**src/rtl/freq_meter_pkg.sv**
```systemverilog
// Shared types and constants for the gated frequency meter.
package freq_meter_pkg;

    typedef enum logic [1:0] {
        IDLE  = 2'd0,
        COUNT = 2'd1,
        LATCH = 2'd2
    } state_t;

    localparam logic [3:0] BCD_MAX = 4'd9;
    localparam int         BCD_W   = 4;

endpackage

```
**src/rtl/freq_meter_if.sv**
```systemverilog
// Measurement bus: measured signal and enable in, latched BCD result out.
interface freq_meter_if
    import freq_meter_pkg::*;
#(
    parameter int DIGITS = 4
) ();

    logic                      sig_in;
    logic                      enable;
    logic [BCD_W*DIGITS-1:0]   bcd_out;
    logic                      valid;
    logic                      overflow;

    modport master (
        output sig_in,
        output enable,
        input  bcd_out,
        input  valid,
        input  overflow
    );

    modport slave (
        input  sig_in,
        input  enable,
        output bcd_out,
        output valid,
        output overflow
    );

endinterface

```
**src/rtl/bcd_digit.sv**
```systemverilog
// One decimal digit of the accumulator; wraps 9->0 and ripples carry to the next digit.
module bcd_digit
    import freq_meter_pkg::*;
(
    input  logic             clk,
    input  logic             reset,
    input  logic             clear,
    input  logic             cin,
    output logic [BCD_W-1:0] digit,
    output logic             cout
);

    assign cout = cin && (digit == BCD_MAX);

    always_ff @(posedge clk or negedge reset) begin
        if (!reset) begin
            digit <= '0;
        end else if (clear) begin
            digit <= '0;
        end else if (cin) begin
            digit <= (digit == BCD_MAX) ? '0 : digit + 1'b1;
        end
    end

endmodule

```
**src/rtl/freq_meter.sv**
```systemverilog
// Gated frequency meter: counts sig_in rising edges over GATE_CYCLES clocks,
// reports the count as packed BCD with a one-cycle valid strobe.
module freq_meter
    import freq_meter_pkg::*;
#(
    parameter int GATE_CYCLES = 50_000_000,
    parameter int DIGITS      = 4
) (
    input  logic        clk,
    input  logic        reset,
    freq_meter_if.slave bus
);

    localparam int               CNT_W     = $clog2(GATE_CYCLES);
    localparam logic [CNT_W-1:0] GATE_LAST = CNT_W'(GATE_CYCLES - 1);

    state_t                  state;
    logic [CNT_W-1:0]        gate_cnt;
    logic                    ovf_flag;
    logic                    sig_p0, sig_p1, sig_p2;
    logic                    rise;
    logic                    all_nines;
    logic                    inc;
    logic                    clear;
    logic [DIGITS:0]         carry;
    logic [BCD_W*DIGITS-1:0] acc;

    // Input stage: two-flop synchronizer plus one delay flop for edge detection
    always_ff @(posedge clk or negedge reset) begin
        if (!reset) begin
            sig_p0 <= 1'b0;
            sig_p1 <= 1'b0;
            sig_p2 <= 1'b0;
        end else begin
            sig_p0 <= bus.sig_in;
            sig_p1 <= sig_p0;
            sig_p2 <= sig_p1;
        end
    end

    assign rise = sig_p1 && !sig_p2;

    always_comb begin
        all_nines = 1'b1;
        for (int i = 0; i < DIGITS; i++) begin
            if (acc[i*BCD_W +: BCD_W] != BCD_MAX) all_nines = 1'b0;
        end
    end

    // Saturate at full scale: an edge on all 9s is recorded as overflow, not counted
    assign inc      = (state == COUNT) && rise && !all_nines;
    assign clear    = (state != COUNT);
    assign carry[0] = inc;

    for (genvar g = 0; g < DIGITS; g++) begin : g_digit
        bcd_digit u_digit (
            .clk   (clk),
            .reset (reset),
            .clear (clear),
            .cin   (carry[g]),
            .digit (acc[g*BCD_W +: BCD_W]),
            .cout  (carry[g+1])
        );
    end

    wire carry_unused = carry[DIGITS];

    // Control stage: gate window sequencing and registered result outputs
    always_ff @(posedge clk or negedge reset) begin
        if (!reset) begin
            state        <= IDLE;
            gate_cnt     <= '0;
            ovf_flag     <= 1'b0;
            bus.bcd_out  <= '0;
            bus.valid    <= 1'b0;
            bus.overflow <= 1'b0;
        end else begin
            bus.valid <= 1'b0;
            case (state)
                IDLE: begin
                    gate_cnt <= '0;
                    ovf_flag <= 1'b0;
                    if (bus.enable) state <= COUNT;
                end
                COUNT: begin
                    if (rise && all_nines) ovf_flag <= 1'b1;
                    if (gate_cnt == GATE_LAST) begin
                        gate_cnt <= '0;
                        state    <= LATCH;
                    end else begin
                        gate_cnt <= gate_cnt + 1'b1;
                    end
                end
                LATCH: begin
                    bus.bcd_out  <= acc;
                    bus.overflow <= ovf_flag;
                    bus.valid    <= 1'b1;
                    ovf_flag     <= 1'b0;
                    gate_cnt     <= '0;
                    state        <= bus.enable ? COUNT : IDLE;
                end
                default: state <= IDLE;
            endcase
        end
    end

endmodule

```
**src/flat_wrapper.sv**
```systemverilog
// flat-port wrapper written by rule: the top's interface ports become plain ports
module freq_meter_flat import freq_meter_pkg::*;
#(
    parameter int GATE_CYCLES = 50_000_000,
    parameter int DIGITS      = 4
)
  (clk, reset, bus_sig_in, bus_enable, bus_bcd_out, bus_valid, bus_overflow);
  freq_meter_if #(.DIGITS(DIGITS)) bus_i ();
  input  logic clk;
  input  logic reset;
  input wire logic [$bits(bus_i.sig_in)-1:0] bus_sig_in;
  input wire logic [$bits(bus_i.enable)-1:0] bus_enable;
  output wire logic [$bits(bus_i.bcd_out)-1:0] bus_bcd_out;
  output wire logic [$bits(bus_i.valid)-1:0] bus_valid;
  output wire logic [$bits(bus_i.overflow)-1:0] bus_overflow;
  assign bus_i.sig_in = bus_sig_in;
  assign bus_i.enable = bus_enable;
  assign bus_bcd_out = bus_i.bcd_out;
  assign bus_valid = bus_i.valid;
  assign bus_overflow = bus_i.overflow;
  freq_meter #(.GATE_CYCLES(GATE_CYCLES), .DIGITS(DIGITS)) u_core (.clk(clk), .reset(reset), .bus(bus_i));
endmodule
```
**config.mk**
```make
export PLATFORM = sky130hd
export DESIGN_NAME = freq_meter_flat
export DESIGN_NICKNAME = d
export VERILOG_FILES = /design/src/rtl/freq_meter_pkg.sv /design/src/rtl/freq_meter_if.sv /design/src/rtl/bcd_digit.sv /design/src/rtl/freq_meter.sv /design/src/flat_wrapper.sv
export SDC_FILE = /design/constraint.sdc
export NUM_CORES = 1
export LEC_CHECK = 0
export ABC_CLOCK_PERIOD_IN_PS = 3300
export BUFFER_PORTS_ARGS = -buffer_cell sky130_fd_sc_hd__buf_2
export CORE_AREA = 2 2 76 78
export DETAILED_ROUTE_END_ITERATION = 16
export DIE_AREA = 0 0 78 80
export PLACE_DENSITY = 0.92
export SYNTH_ARGS = -nofsm -noshare
export SYNTH_HDL_FRONTEND = slang
export SYNTH_SLANG_ARGS = --single-unit
```
**constraint.sdc**
```tcl
create_clock -name clk -period 3.3 [get_ports clk]
set_input_delay 0.165 -clock clk [delete_from_list [all_inputs] [get_ports clk]]
set_output_delay 0.165 -clock clk [all_outputs]
set_load 0.005 [all_outputs]
```
After elaboration in Yosys (flattened, before gate mapping). Cells that the tools add are included.

Muxes and demuxes: 25. Bitwise operators: 0. $add $sub $neg: 5. Multiply operators: 0. Equality and inequality tests: 15. Reductions and logical operators: 18. Order comparisons: 0. Divide/modulo/power cells: 0. Shift operators: 0.

Operators by type and width (count): 26-bit one-hot mux with 2 select lines (1); 4-bit 2-to-1 mux (12); 26-bit by 1-bit adder with 26-bit output, second input constant (1); 26-bit equality test, second input constant (1); 26-bit 2-to-1 mux (1); 4-bit by 1-bit adder with 4-bit output, second input constant (4); 4-bit equality test, second input constant (4); 4-bit != test, second input constant (4); 2-bit nonzero test (5); 1-bit logical AND (7); 1-bit 2-to-1 mux (7); 2-bit != test, second input constant (3); 2-bit one-hot mux with 3 select lines (1); 2-bit 2-to-1 mux (2); 2-bit AND reduction (2); 2-bit by 1-bit equality test with 1-bit output, second input constant (1); 2-bit equality test, second input constant (1); 1-bit logical NOT (2); 2-bit logical NOT (1); 2-bit by 1-bit != test with 1-bit output, second input constant (1); 1-bit one-hot mux with 2 select lines (1); 2-bit OR reduction (1).

Memories: 0. Output and inout bits: 18. Memory bits (writable): 0. Logic and storage cells: 76. Bits in latches: 0. Input port bits: 4. Register bits after elaboration: 66. Bits in read-only memories: 0.

Longest topological paths before layout. Gate-level depths: netlist of run 1.

Depth after elaboration: 12. Depth in mapped cells: 9. Mapped depth without buffers: 7.

Modules after synthesis. A second synthesis of run 1 with hierarchy kept.

Cell total of the unflattened synthesis: 357. Area, all modules: 3487.1 µm².

Modules (own cells, without submodules): freq_meter (sequential area each 1251.2 µm², cells an instance 253, instances 1, area an instance 2521.2 µm²); bcd_digit (sequential area each 100.1 µm², cells an instance 26, instances 4, area an instance 241.5 µm²).

Least setup slack after synthesis of run 1. Ideal clock, no wire load.

Path type: register to register. From: register u_core.gate_cnt[0]. To: register u_core.gate_cnt[14]. Path buffers: 2. Cell stages (with the launch flop): 9. Arrival: 1.794 ns. Path slack: 1.368 ns. Setup time: 0.138 ns. Required time: 3.162 ns. Period minus slack after synthesis: 1.932 ns. Cells stage by stage: dfrtp_1 > ha_1 > nand4_4 > nor4_4 > a21oi_2 > buf_6 > buf_2 > a21oi_1 > a31oi_1.

Word-level cells in the longest chain between the ends: 3. Elaborated cells between the ends (all ways): 4. Those cells by class: add/sub (1); eq/ne (1); mux (2).

RTL lines: start: declaration (RTL line freq_meter.sv:18) `logic [CNT_W-1:0] gate_cnt;`; start signal: assignment (RTL line freq_meter.sv:91) `gate_cnt <= gate_cnt + 1'b1;`; 26-bit by 1-bit adder with 26-bit output or 26-bit equality test (tied branches) (RTL line freq_meter.sv:91, freq_meter.sv:87); 26-bit 2-to-1 mux * (RTL line freq_meter.sv:87) `if (gate_cnt == GATE_LAST) begin`; 26-bit one-hot mux with 2 select lines * (RTL line freq_meter.sv:79) `case (state)`.

Every way passes the cells marked *; elsewhere a longest branch is shown, timed or not. A chain may end at the register's enable or synchronous reset.

Worst setup path after layout of run 1.
From: register u_core.gate_cnt[0]. To: register u_core.gate_cnt[10].

Same word-level chain as after synthesis.

==> results of run 1 <==
[area by class of cell]
type,count,area share
Clock buffer,12,0.0407
Clock inverter,4,0.0256
Inverter,16,0.0158
Multi-Input combinational cell,241,0.420
Sequential cell,66,0.434
Tap cell,72,0.0237
Timing Repair Buffer,27,0.0407
[tightest hold or removal path: cells and delay by family]
kind / cells / cell delay (ns)
AO/OA/AOI/OAI: 1 / 0.06
buffers and inverters: 2 / 0.14
[logic make-up after synthesis]
logic type                 count (synthesis)  share of synthesized area
and+or+nand+nor                          132                      0.232
AOI/OAI and AO/OA                         76                      0.134
DFF                                       66                      0.489
buffers and inverters                     29                     0.0385
muxes                                     19                     0.0611
adders and majority gates                  9                     0.0333
xor gates and xnor gates                   5                     0.0130
[cell usage after synthesis (9+ instances only)]
library cell / number
nand3_1: 17
nor3_1: 11
o21ai_0: 21
nor2_1: 12
ha_1: 9
a31oi_1: 10
nand4_1: 10
mux2_2: 13
a21oi_1: 25
nand2_1: 33
inv_1: 16
dfrtp_1: 66
[cells in the final DEF (no fill, tap or decap), types with 4 or more instances in the layout]
cell / instances
nand3_1: 17
and2_1: 5
a31oi_1: 10
dfrtp_1: 66
or3_1: 6
mux2i_1: 6
nor3_1: 11
mux2_2: 13
inv_1: 16
nand2b_1: 8
nor2_1: 12
nand4_1: 10
and3b_1: 4
nor4_1: 4
buf_2: 21
buf_4: 4
o21ai_0: 21
ha_1: 9
a21oi_1: 25
clkbuf_8: 11
nand2_1: 33
[timing repair]
item | in CTS | in global routing
hold buffers | 2 | 0
endpoints found under the setup margin | 0 | 0
endpoints found under the hold margin | 22 | 0
[power by group]
part | internal [mW] | total (mW) | leakage [nW] | switching, mW
Sequential | 0.833 | 0.868 | 0.890 | 0.0347
Clock | 0.544 | 0.848 | 0.123 | 0.305
Combinational | 0.0301 | 0.0736 | 0.785 | 0.0435
[flip-flops by register name, summed over array words and instances (netlist names)]
signal	cells
u_core.gate_cnt	26
u_core.bus.bcd_out	16
u_core.state	2
u_core.sig_p1	1
u_core.sig_p2	1
u_core.bus.valid	1
u_core.ovf_flag	1
u_core.sig_p0	1
u_core.g_digit.u_digit.digit	16
u_core.bus.overflow	1
[routing by layer]
layer,track usage,share of wire,vias up
met5,0,0,-
met4,0.125,0.028,0
met3,0.0622,0.052,17
met2,0.406,0.50,97
met1,0.324,0.42,1323
li1,-,-,1274
[through the flow]
stage	setup WS [ns]	area [µm²]	hold slack, ns	total power, mW	cells
6_report	1.04	3810	0.0541	1.79	438
5_1_grt	0.828	3810	0.0691	1.85	438
4_1_cts	1.06	3810	0.0489	1.80	438
3_5_place_dp	1.07	3530	0.179	0.954	420
3_3_place_gp	1.13	3530	0.179	0.948	420
2_1_floorplan	1.37	3380	-0.131	0.916	336
[final timing paths]
check | depth (start not counted) | slack (ns) | to
min in group asynchronous | 2 | 0.37 | u_core.bus.bcd_out[7]
max reg2reg | 7 | 1.04 | u_core.gate_cnt[10]
max | 7 | 1.04 | u_core.gate_cnt[10]
max in group asynchronous | 3 | 2.09 | u_core.gate_cnt[17]
min | 3 | 0.05 | u_core.state[0]
min reg2reg | 0 | 0.35 | u_core.sig_p1
==> run_results.csv, run 1 <==
group,metric,value,unit
status,run_status,"complete, no violations",
synth,syn_area,3380,µm²
global_route,overflow,0,
route,dr_total_vias,2711,
global_route,first_global_vias,2564,
finish,num-fill-cells,381,
finish,antenna_cells,0,
finish,regArea,1650,µm²
route,finalWirelength,7.15,mm
die,coreArea,5410,µm²
critical_path,critPathMaxFanout,18,
critical_path,arrival,2.46,ns
synth,ys_warn_count,0,
placement,gp_congestion,0.949,
clock_tree,cts_buffers,9,
worst_hold_path,hold_start,"bus_enable",
critical_path,crit_path_start_kind,"register",
route,drt_iter0_markers,216,
synth,yosys.area.top_type_share,0.489,
synth,syn-num-nets,349,
critical_path,path_buf_inv,1,
clock_tree,path_clk_slew,0.07,ns
route,via_per_inst,6.19,
die,die_area,6240,µm²
timing,worst_pin_slew,0.887,ns
synth,synth_edf_count,0,
timing,setup_viol_count_final,0,
die,die_h,80,µm
global_route,antenna_found_initial,0,
synth,syn_avg_cell_area,10.1,µm²
placement,dp_hpwl,4.89,mm
critical_path,required,3.51,ns
synth,ys_seq_area_frac,0.489,
global_route,grt_max_degree,35,
power,max-vdd-ir-drop,323,µV
clock_tree,clock_latency,0.34,ns
critical_path,crit_type,"register to register",
route,wl_per_cell,16.3,µm
power,pwr_density_cell,470,nW/µm²
synth,ys_ff_latch,66,
synth,synth_cell_types,51,
synth,ys.flop_type,"dfrtp_1",
timing,final_max_slew_viol_count,0,
timing,clock_skew,0.00543,ns
critical_path,path_cells,"ha_1 -> nand4_4 -> nor4_4 -> a21oi_2 -> buf_4 -> a41oi_1 -> a31oi_1",
timing,slew_headroom,0.409,
clock_tree,cts_tree,"built",
die,ioPinCount,22,
synth,synth_area_leaders,"dfrtp_1 (49%), mux2_2 (4.3%), a21oi_1 (3.7%)",
critical_path,crit_family,"simple AND/OR/NAND/NOR gates",
worst_hold_path,hp-class,"input pin to register",
clock_tree,clock-sinks,66,
clock_tree,clockBufferDepth,2,
critical_path,slowest_delay,0.43,ns
die,die_w,78,µm
timing,fmax,443,MHz
route,antenna_left,0,
die,rows,27,
global_route,grt.total_usage,0.254,
timing,fin_tns_setup,0,ns
clock_tree,ctsResizeCount,0,
finish,post-route-util,0.704,
finish,nets,374,
critical_path,r2r-start,"u_core.gate_cnt[0]",
synth,synth_cells,336,
timing,finalCritPeriodShare,0.684,
global_route,grt_pass1_wl,12.1,mm
synth,yosysTopAreaCell,"dfrtp_1",
timing,hold_viol_final,0,
finish,multi_input_area,1600,µm²
finish,area_growth,12.7,%
clock_tree,h-tree-depth,3,
clock_tree,postCtsSetupBuffers,0,
timing,rsz0062_at_grt,"false",
critical_path,worstSetupEndpointType,"register",
route,first_pass_iters,4,
timing,min_period,2.26,ns
placement,port_buffers,21,
synth,async_flop_share,1.00,
clock_tree,root_buffer,"clkbuf_8",
critical_path,slowest_stage,"dfrtp_1",
route,drcViolationCount,0,
power,power_leakage,1.80,nW
critical_path,critPathLaunch,"u_core.gate_cnt[0]",
finish,drive_gt1_frac,0.172,
die,start_util,0.625,
flow_run,maxCapViolations,0,
(Power assumes the default switching activity.)
==> run 2: changes to the inputs <==
--- a/config.mk
+++ b/config.mk
@@ -5,12 +5,13 @@
 export SDC_FILE = /design/constraint.sdc
 export NUM_CORES = 1
 export LEC_CHECK = 0
-export ABC_CLOCK_PERIOD_IN_PS = 3300
+export ABC_AREA = 1
+export ABC_CLOCK_PERIOD_IN_PS = 1900
 export BUFFER_PORTS_ARGS = -buffer_cell sky130_fd_sc_hd__buf_2
-export CORE_AREA = 2 2 76 78
+export CORE_AREA = 2 2 85 87
 export DETAILED_ROUTE_END_ITERATION = 16
-export DIE_AREA = 0 0 78 80
-export PLACE_DENSITY = 0.92
+export DIE_AREA = 0 0 87 89
+export PLACE_DENSITY = 0.84
 export SYNTH_ARGS = -nofsm -noshare
 export SYNTH_HDL_FRONTEND = slang
 export SYNTH_SLANG_ARGS = --single-unit
==> constraint.sdc (replaced) <==
create_clock -name clk -period 1.9 [get_ports clk]
set_input_delay 0.095 -clock clk [delete_from_list [all_inputs] [get_ports clk]]
set_output_delay 0.095 -clock clk [all_outputs]
set_load 0.005 [all_outputs]
==> run 2 against run 1 <==
Largest cell class is now multi-input gates. Final cell count is 36% higher. Combinational power grew to 2.8 times the previous value. Die area is 24% higher. Area after synthesis up 7.5%. Sequential power increased by 73%. Critical path depth increased by 2.
==> run_results.csv, run 2 <==
group,metric,value,unit
route,via_per_inst,5.45,
timing,min_period,1.76,ns
finish,num-fill-cells,558,
timing,setup_viol_count_final,0,
die,ioPinCount,22,
flow_run,maxCapViolations,0,
critical_path,crit_path_start_kind,"register",
synth,ys_ff_latch,66,
critical_path,slowest_delay,0.42,ns
global_route,antenna_found_initial,0,
synth,syn-num-nets,493,
finish,area_growth,12.1,%
placement,port_buffers,21,
clock_tree,cts_buffers,9,
finish,multi_input_area,1710,µm²
clock_tree,postCtsSetupBuffers,0,
clock_tree,h-tree-depth,3,
critical_path,crit_type,"register to register",
die,rows,30,
finish,reg_top3,"u_core.gate_cnt (26), u_core.bus.bcd_out (16), u_core.g_digit.u_digit.digit (16)",
power,p_total,2.99,mW
timing,worst_pin_slew,0.715,ns
timing,fmax,569,MHz
critical_path,r2r-start,"u_core.g_digit[2].u_digit.digit[1]",
timing,fin_tns_setup,0,ns
die,start_util,0.541,
critical_path,required,2.14,ns
critical_path,crit_family,"simple AND/OR/NAND/NOR gates",
critical_path,worstSetupEndpointType,"register",
clock_tree,root_buffer,"clkbuf_8",
critical_path,critPathLaunch,"u_core.g_digit[2].u_digit.digit[1]",
die,coreArea,6720,µm²
finish,post-route-util,0.606,
die,die_w,87,µm
synth,synth_area_leaders,"dfrtp_1 (45%), nand2_1 (18%), nand3_1 (5.8%)",
finish,top_register,"u_core.gate_cnt",
synth,syn_area,3630,µm²
synth,syn_avg_cell_area,7.57,µm²
clock_tree,clockBufferDepth,2,
route,dr_total_vias,3252,
synth,yosys.area.top_type_share,0.455,
critical_path,path_buf_inv,1,
global_route,grt_max_degree,30,
finish,drive_gt1_frac,0.116,
route,finalWirelength,8.29,mm
die,die_area,7740,µm²
status,run_status,"complete, no violations",
synth,yosysMostFrequentCell,"nand2_1",
timing,final_max_slew_viol_count,0,
critical_path,slowest_stage,"dfrtp_1",
synth,synth_edf_count,0,
synth,synth_cell_types,25,
clock_tree,path_clk_slew,0.07,ns
clock_tree,clock_latency,0.35,ns
timing,clock_skew,0.00537,ns
route,antenna_left,0,
placement,dp_hpwl,5.79,mm
critical_path,arrival,2.00,ns
global_route,overflow,0,
synth,ys.flop_type,"dfrtp_1",
global_route,grt_pass1_wl,14.1,mm
critical_path,critPathMaxFanout,6,
synth,async_flop_share,1.00,
worst_hold_path,hp-class,"input pin to asynchronous set/reset pin",
timing,slew_headroom,0.523,
finish,final_cell_mix,"nand2_1 (170), dfrtp_1 (66), inv_1 (55)",
finish,layout_commonest_cell,"nand2_1",
finish,antenna_cells,0,
critical_path,cp_common_cell,"nand2_1",
timing,rsz0062_at_grt,"false",
die,die_h,89,µm
placement,gp_congestion,0.953,
finish,regArea,1650,µm²
power,power_leakage,2.07,nW
synth,yosysTopAreaCell,"dfrtp_1",
synth,ys_seq_area_frac,0.455,
synth,ys_warn_count,0,
synth,synthTopCellsByCount,"nand2_1 (170), dfrtp_1 (66), inv_1 (55)",
power,pwr_density_cell,735,nW/µm²
timing,finalCritPeriodShare,0.925,
synth,synth_cells,480,
finish,nets,525,
route,drt_iter0_markers,269,
clock_tree,cts_tree,"built",
timing,hold_viol_final,0,
clock_tree,clock-sinks,66,
global_route,first_global_vias,3115,
power,max-vdd-ir-drop,425,µV
finish,largest_reg_flops,26,
route,wl_per_cell,13.9,µm
route,first_pass_iters,5,
route,drcViolationCount,0,
global_route,grt.total_usage,0.235,
critical_path,path_cells,"inv_1 -> ha_1 -> nand2_1 -> nor2_1 -> nand3_1 -> nand3_1 -> nand2_1 -> nand2_1 -> nand2_1",
run 2: cell families after synthesis:
logic type                 count (synthesis)  share of synthesized area
buffers and inverters                     65                     0.0748
AOI/OAI and AO/OA                         36                     0.0510
xor gates and xnor gates                  19                     0.0458
DFF                                       66                      0.455
adders and majority gates                  9                     0.0310
and+or+nand+nor                          285                      0.343
run 2: power breakdown:
part	total (mW)	internal, mW	switching (mW)
registers	1.50	1.45	0.0468
logic	0.209	0.0808	0.128
clock network	1.28	0.737	0.545
total	2.99	2.27	0.720
run 2: what timing repair did:
action	4_1_cts	5_1_grt
endpoints found under the hold margin	23	0
gates resized for setup	0	0
hold buffers	3	0
run 2: worst paths after layout:
check / end / slack (ns) / cells after the start
hold / removal: u_core.gate_cnt[2] / 0.28 / 2
hold reg to reg: u_core.sig_p1 / 0.36 / 0
max in group asynchronous: u_core.bus.bcd_out[9] / 1.05 / 3
setup / recovery: u_core.g_digit[1].u_digit.digit[0] / 0.14 / 9
setup reg to reg: u_core.g_digit[1].u_digit.digit[0] / 0.14 / 9
min in group clk: u_core.sig_p1 / 0.36 / 0
run 2: layout make-up:
cell class / count / share of cell area
Clock buffer: 11 / 0.0323
Clock inverter: 5 / 0.0194
Inverter: 57 / 0.0526
Multi-Input combinational cell: 349 / 0.420
Sequential cell: 66 / 0.406
Tap cell: 80 / 0.0246
Timing Repair Buffer: 29 / 0.0455
run 2: through the flow:
step / instances / hold slack (ns) / cell area, µm² / worst slack (ns)
after floorplan: 480 / -0.201 / 3630 / 0.411
after global placement: 578 / 0.114 / 3830 / 0.311
after detailed placement: 578 / 0.117 / 3830 / 0.202
after CTS: 597 / 0.279 / 4070 / 0.161
after global routing: 597 / 0.307 / 4070 / 0.000585
final: 597 / 0.277 / 4070 / 0.143
run 2: layer usage:
layer | global-route usage | part of all wire
met2 | 0.380 | 0.49
met5 | 0 | 0
met3 | 0.0536 | 0.059
met4 | 0.114 | 0.025
met1 | 0.301 | 0.43
